`src/rtl/mem_a_loader.sv`:
```
// mem_a_loader: buffers a DEPTH-byte valid/ready frame in a FIFO, writes it to MemoryA at 0..DEPTH-1, pulses load_done
module mem_a_loader #(
  parameter int DATA_W     = 8,
  parameter int ADDR_W     = 3,
  parameter int DEPTH      = 8,
  parameter int FIFO_DEPTH = 4
) (
  input  logic              clk,
  input  logic              Reset,
  input  logic              start,
  input  logic [DATA_W-1:0] in_data,
  input  logic              in_valid,
  output logic              in_ready,
  input  logic              hold,
  output logic              wr_en,
  output logic [ADDR_W-1:0] wr_addr,
  output logic [DATA_W-1:0] wr_data,
  output logic              busy,
  output logic              load_done
);
  localparam int PW = $clog2(FIFO_DEPTH);
  typedef enum logic [1:0] {IDLE, LOAD, DONE} state_t;
  state_t            state_q, state_d;
  logic [PW-1:0]     rd_q, rd_d, wp_q, wp_d;
  logic [PW:0]       cnt_q, cnt_d;
  logic [ADDR_W:0]   acc_q, acc_d;
  logic [ADDR_W-1:0] wcnt_q, wcnt_d, wr_addr_q, wr_addr_d;
  logic [DATA_W-1:0] wr_data_q, wr_data_d;
  logic [DATA_W-1:0] mem_q [FIFO_DEPTH];
  logic              wr_en_q, wr_en_d;
  logic              push, pop, full, empty, clear, last;
  assign full      = cnt_q == (PW+1)'(FIFO_DEPTH);
  assign empty     = cnt_q == '0;
  assign in_ready  = Reset && state_q == LOAD && !full && acc_q < (ADDR_W+1)'(DEPTH);
  assign push      = in_valid && in_ready;
  assign pop       = state_q == LOAD && !empty && !hold;
  assign clear     = state_q == IDLE && start;
  assign last      = wr_en_q && wr_addr_q == ADDR_W'(DEPTH-1);
  assign wr_en     = wr_en_q;
  assign wr_addr   = wr_addr_q;
  assign wr_data   = wr_data_q;
  assign busy      = state_q != IDLE;
  assign load_done = state_q == DONE;
  always_comb begin
    state_d   = state_q == IDLE ? (start ? LOAD : IDLE) : state_q == LOAD ? (last ? DONE : LOAD) : IDLE;
    rd_d      = clear ? '0 : rd_q + PW'(pop);
    wp_d      = clear ? '0 : wp_q + PW'(push);
    cnt_d     = clear ? '0 : cnt_q + (PW+1)'(push) - (PW+1)'(pop);
    acc_d     = clear ? '0 : acc_q + (ADDR_W+1)'(push);
    wcnt_d    = clear ? '0 : wcnt_q + ADDR_W'(pop);
    wr_en_d   = pop;
    wr_addr_d = state_q == DONE ? '0 : pop ? wcnt_q : wr_addr_q;
    wr_data_d = pop ? mem_q[rd_q] : wr_data_q;
  end
  always_ff @(posedge clk) begin
    if (!Reset) begin
      state_q   <= IDLE;
      rd_q      <= '0;
      wp_q      <= '0;
      cnt_q     <= '0;
      acc_q     <= '0;
      wcnt_q    <= '0;
      wr_en_q   <= 1'b0;
      wr_addr_q <= '0;
      wr_data_q <= '0;
    end else begin
      state_q   <= state_d;
      rd_q      <= rd_d;
      wp_q      <= wp_d;
      cnt_q     <= cnt_d;
      acc_q     <= acc_d;
      wcnt_q    <= wcnt_d;
      wr_en_q   <= wr_en_d;
      wr_addr_q <= wr_addr_d;
      wr_data_q <= wr_data_d;
      if (push) mem_q[wp_q] <= in_data;
    end
  end
endmodule

```
`config.mk`:
```
export PLATFORM = sky130hd
export DESIGN_NAME = mem_a_loader
export DESIGN_NICKNAME = d
export VERILOG_FILES = /design/src/rtl/mem_a_loader.sv
export SDC_FILE = /design/constraint.sdc
export NUM_CORES = 1
export LEC_CHECK = 0
export ABC_AREA = 1
export BUFFER_PORTS_ARGS = -buffer_cell sky130_fd_sc_hd__buf_2
export CORE_MARGIN = 1
export CORE_UTILIZATION = 45
export DETAILED_ROUTE_END_ITERATION = 8
export PLACE_DENSITY = 0.66
export SLEW_MARGIN = 0
export SYNTH_ARGS = -nofsm -noshare
export SYNTH_HDL_FRONTEND = slang
export SYNTH_SLANG_ARGS = --single-unit
```
`constraint.sdc`:
```
create_clock -name clk -period 2.5 [get_ports clk]
set_clock_uncertainty 0.2 [all_clocks]
set_input_delay 0 -clock clk [delete_from_list [all_inputs] [get_ports clk]]
set_output_delay 0 -clock clk [all_outputs]
set_load 0.03 [all_outputs]
```
Word-level counts from Yosys, hierarchy flattened

Memories as Yosys holds them, arrays and structs flattened. A register that Yosys moved wholly into a read port is not among the register bits.
Cells that the tools add are included.

Flip-flop bits (word level): 20
Memory bits (writable): 32
Input port bits: 13
Output and inout bits: 15
Logic and storage cells: 45
Memories: 1

$add $sub $neg: 6
Magnitude comparators: 1
Equality and inequality tests: 4
Muxes and demuxes: 7
Bitwise logic cells: 1
Reduce and logical (&&, ||, !) cells: 17

Memories:

| name  | depth | width | rd ports | clocked after memory_dff | write ports | line | source |
|---|---|---|---|---|---|---|---|
| mem_q | 4     | 8     | 1        | 1                        | 1           | 29   | `logic [DATA_W-1:0] mem_q [FIFO_DEPTH];` |

Operators with widths:

| operator           | count |
|---|---|
| $logic_and 1x1->1  | 8 |
| $add 3x1->3        | 2 |
| $eq 3x3->1 const B | 2 |
| $mux 2             | 3 |
| $add 2x1->2        | 2 |
| $add 4x1->4        | 1 |
| $logic_not 1->1    | 4 |
| $lt 4x4->1 const B | 1 |
| $mux 1             | 4 |
| $reduce_or 2->1    | 2 |
| $logic_not 3->1    | 1 |
| $sub 3x1->3        | 1 |
| $eq 2x1->1 const B | 1 |
| $eq 2x2->1 const B | 1 |
| $logic_not 2->1    | 1 |
| $reduce_bool 2->1  | 1 |
| $not 1->1          | 1 |

Depth between registers and ports, before layout

Depth after elaboration: 8
Gate-level depth with buffers: 13
Depth with buffers taken out: 13

Worst setup path after synthesis

No wires, ideal clock.

Path type: reg2reg
Start: reg cnt_q[1]
End: reg cnt_q[2]
Data arrival time: 1.920 ns
Data required time: 2.230 ns
Setup slack: 0.310 ns
Cell stages (with the launch flop): 13
Period minus slack after synthesis: 2.190 ns
Cells stage by stage: dfxtp_1 nor2_1 nand2_1 nand2_1 nor2_1 nand3_1 nand2_1 ha_1 inv_1 fa_1 inv_1 nand2_1 a21oi_1

Cells in the longest elaborated chain, start to end: 7
Elaborated cells on any way between the ends: 11
Classes of those cells: add/sub: 2; eq/ne: 1; reduce/logical: 8

Ends and longest elaborated chain:

| what                            | line | source |
|---|---|---|
| from (decl)                     | 25   | `logic [PW:0] cnt_q, cnt_d;` |
| from (signal assigned)          | 70   | `cnt_q <= cnt_d;` |
| $eq 3x3->1                      | 32   | `assign full = cnt_q == (PW+1)'(FIFO_DEPTH);` |
| $logic_not 1->1                 | 34   | `assign in_ready = Reset && state_q == LOAD && !full && acc_q < (ADDR_W+1)'(DEPTH);` |
| $logic_and 1x1->1 (2 in series) | 34   |  |
| named net in_ready              | 13   | `output logic in_ready,` |
| $logic_and 1x1->1               | 35   | `assign push = in_valid && in_ready;` |
| $add 3x1->3                     | 48   | `cnt_d = clear ? '0 : cnt_q + (PW+1)'(push) - (PW+1)'(pop);` |
| $sub 3x1->3                     | 48   |  |

The timed path passes the listed nets, and every way through them passes these cells.
A chain may end at the register's enable or synchronous reset.

Worst setup path after layout

Start: in Reset
End: reg cnt_q[1]

Cells in the longest elaborated chain, start to end: 6
Elaborated cells on any way between the ends: 8
Classes of those cells: add/sub: 2; bitwise: 1; reduce/logical: 5

Ends and longest elaborated chain:

| what                            | line | source |
|---|---|---|
| from (decl)                     | 9    | `input logic Reset,` |
| $logic_and 1x1->1 (3 in series) | 34   |  |
| $logic_and 1x1->1               | 35   |  |
| $add 3x1->3                     | 48   |  |
| $sub 3x1->3                     | 48   |  |

Several ways; a longest one is shown, not always the timed one.

==> run_results.csv <==
group,metric,value,unit
power,vdd_drop_max,343,uV
sta,period_share,83.3,%
power,p_leak,1.45,nW
sta,tns,0,ps
synthesis,syn_area,0.00255,mm^2
finish,diodes,0,
synthesis,syn-num-nets,308,
global_routing,grt_max_degree,22,
flow_run,maxCapViolCount,0,
clock_tree,clock_path_buffers,2,
synthesis,synthTopCellsByArea,"edfxtp_1 38%, dfxtp_1 22%, nand2_1 14%",
clock_tree,htreeDepth,3,
synthesis,synth_cell_types,21,
finish,fillers,516,
clock_tree,cts_tree,"done",
global_routing,grt_pass1_wl,7540,um
sta,grt_setup_unrepaired,"false",
floorplanning,die-area,0.00597,mm^2
synthesis,ys_seq_elements,60,
synthesis,muxShareOfSynthArea,0,%
status,status,"finished, final reports clean",
clock_tree,root_buffer,"clkbuf_8",
global_routing,met1_usage,22.8,%
power,powerDensity,617,mW/mm^2
floorplanning,die_h,77.3,um
hold_path,hp-class,"in -> reg",
synthesis,synth_compound_area_share,1.28,%
drt,drt-total-wl,4480,um
synthesis,synthSimpleGateAreaFrac,24.9,%
floorplanning,design.portCount,28,
global_routing,grtUsageMet3,3.69,%
synthesis,synthAdderAreaFrac,3.24,%
drt,drt_iter0_markers,84,
sta,finalSetupViolCount,0,
setup_path,crit_path_end_kind,"flip-flop",
synthesis,netlist.area_leader.share,37.7,%
place,gp_congestion,0.779,
sta,relSlewSlack,69.7,%
global_routing,grt_overflow,0,
synthesis,syn-instance-count,289,
floorplanning,die-width,77.3,um
drt,via_count,1809,
drt,route.detailed.drc,0,
place,portBuffers,27,
floorplanning,start_util,46.6,%
sta,tightestPinTransition,453,ps
clock_tree,clkTransAtPathRegs,60,ps
global_routing,grt_pass1_vias,1586,
setup_path,path_max_fanout,11,
synthesis,synth_top_family_by_area,"simple AND/OR/NAND/NOR gates",
finish,syn_to_final_growth,19.6,%
clock_tree,post_cts_resized,0,
place,dpl.hpwl,2930,um
floorplanning,design.core.area,0.00547,mm^2
finish,drive_above_1_share,14.6,%
synthesis,synth_xor_area_share,1.37,%
global_routing,antenna_found_initial,0,
floorplanning,std_cell_rows,27,
sta,hold_viol_final,0,
synthesis,yosysWarnings,0,
synthesis,synth-seq-area-share,59.7,%
setup_path,worstPathArrival,2140,ps
clock_tree,cts.sinks,60,
drt,drtPass1Iterations,4,
finish,nets,357,
sta,timing.fmax,480,MHz
finish,finish.utilization,55.7,%
clock_tree,clock_latency,330,ps
setup_path,crit_type,"in -> reg",
synthesis,avgSynthCellArea,8.82,um^2
global_routing,grt.busiest_layer,"met2",
drt,viasPerCell,4.36,
synthesis,yosys.area.top_type,"edfxtp_1",
global_routing,track_usage,16.9,%
clock_tree,numCtsBuffers,9,
global_routing,met2_usage,24.3,%
drt,wl_per_cell,10.8,um
drt,ant_nets,0,
setup_path,crit_required,2560,ps
sta,fin_crit,2080,ps
sta,drv_slew,0,
setup_path,startpoint_type,"input port",
[flip-flops by register name, summed over array words and instances (netlist names)]
| register | count |
|---|---|
| wp_q | 2 |
| mem_q | 32 |
| cnt_q | 3 |
| state_q | 2 |
| wr_data | 8 |
| wcnt_q | 3 |
| wr_addr | 3 |
| acc_q | 4 |
| wr_en | 1 |
| rd_q | 2 |
[repair_timing]
item,CTS,global route
hold buffers,13,0
endpoints found under the setup margin,0,0
endpoints found under the hold margin,50,0
buffers inserted,0,0
[where the power goes]
part | internal (W) | total [W] | leakage (nW) | switching, W
clock | 0.000385 | 0.000722 | 0.0844 | 0.000337
sequential | 0.00105 | 0.00105 | 0.514 | 0.00000602
combinational | 0.0000428 | 0.000105 | 0.852 | 0.0000626
total | 0.00148 | 0.00188 | 1.45 | 0.000406
[synth_stat cells, drive strengths merged]
cell,n
buf,8
nand2,95
nand4,4
xnor2,4
o21ai,3
clkinv,1
edfxtp,32
a21oi,2
nor2,44
nand3,14
dfxtp,28
ha,5
a21boi,1
inv,47
fa,1
[cells by family after synthesis]
kind of cell / after synthesis
buffers and inverters: 56
xor gates and xnor gates: 4
and+or+nand+nor: 157
AOI/OAI and AO/OA: 6
DFF: 60
adders and majority gates: 6
[routing by layer]
layer | vias up | routed length [um] | share of wire, %
met2 | 40 | 1960 | 44
met4 | 0 | 116 | 2.6
met3 | 9 | 168 | 3.7
met5 | - | 0 | 0
li1 | 981 | - | -
met1 | 779 | 2240 | 50
[placed cells by master (no fill, tap or decap)]
master and n:
a21boi_0 1, a21oi_1 2, buf_2 27, buf_4 6
clkbuf_1 4, clkbuf_8 10, clkinv_1 1, clkinv_2 2
dfxtp_1 28, dlygate4sd3_1 13, edfxtp_1 32, fa_1 1
ha_1 5, inv_1 45, inv_2 2, nand2_1 93
nand2_2 1, nand2_4 1, nand3_1 14, nand4_1 4
nor2_1 43, nor2_4 1, o21ai_0 3, xnor2_1 4
[cell type report]
type | instances | area [um^2] | share of cell area (%)
flip-flops and latches | 60 | 1520 | 49.9
multi-input cells | 173 | 785 | 25.7
repair buffers | 46 | 310 | 10.2
inverters | 48 | 180 | 5.91
clock buffers | 14 | 153 | 5.01
well taps | 72 | 90.1 | 2.95
clock inverters | 2 | 10.0 | 0.328
[worst max-delay path, stage by stage]
cell,delay (ps)
dlygate4sd3_1,520
buf_2,220
nand3_1,150
inv_1,100
nand4_1,210
nand2_1,150
nand2_1,70
ha_1,170
inv_1,60
fa_1,400
nor2_1,110
[final timing paths]
check             start  cells past startpoint  slack (ps)     endpoint
max               Reset                     11         420     cnt_q[1]
min reg2reg   wcnt_q[0]                      2         270    wcnt_q[0]
min          in_data[6]                      2         220  mem_q[2][6]
max reg2reg  state_q[0]                      9         450     cnt_q[1]
[per-stage QoR]
| stage | area [um^2] | cells | hold WS [ps] | total power (W) | worst slack, ps |
|---|---|---|---|---|---|
| 6_report | 3050 | 415 | 222 | 0.00188 | 417 |
| 3_3_place_gp | 2760 | 386 | 18.1 | 0.00116 | 525 |
| 3_5_place_dp | 2760 | 386 | 22.8 | 0.00116 | 487 |
| 4_1_cts | 3050 | 415 | 197 | 0.00191 | 440 |
| 5_1_grt | 3050 | 415 | 224 | 0.00196 | 259 |
| 2_1_floorplan | 2550 | 289 | -101 | 0.00113 | 310 |
No activity file was read; power rests on OpenSTA's default activity.
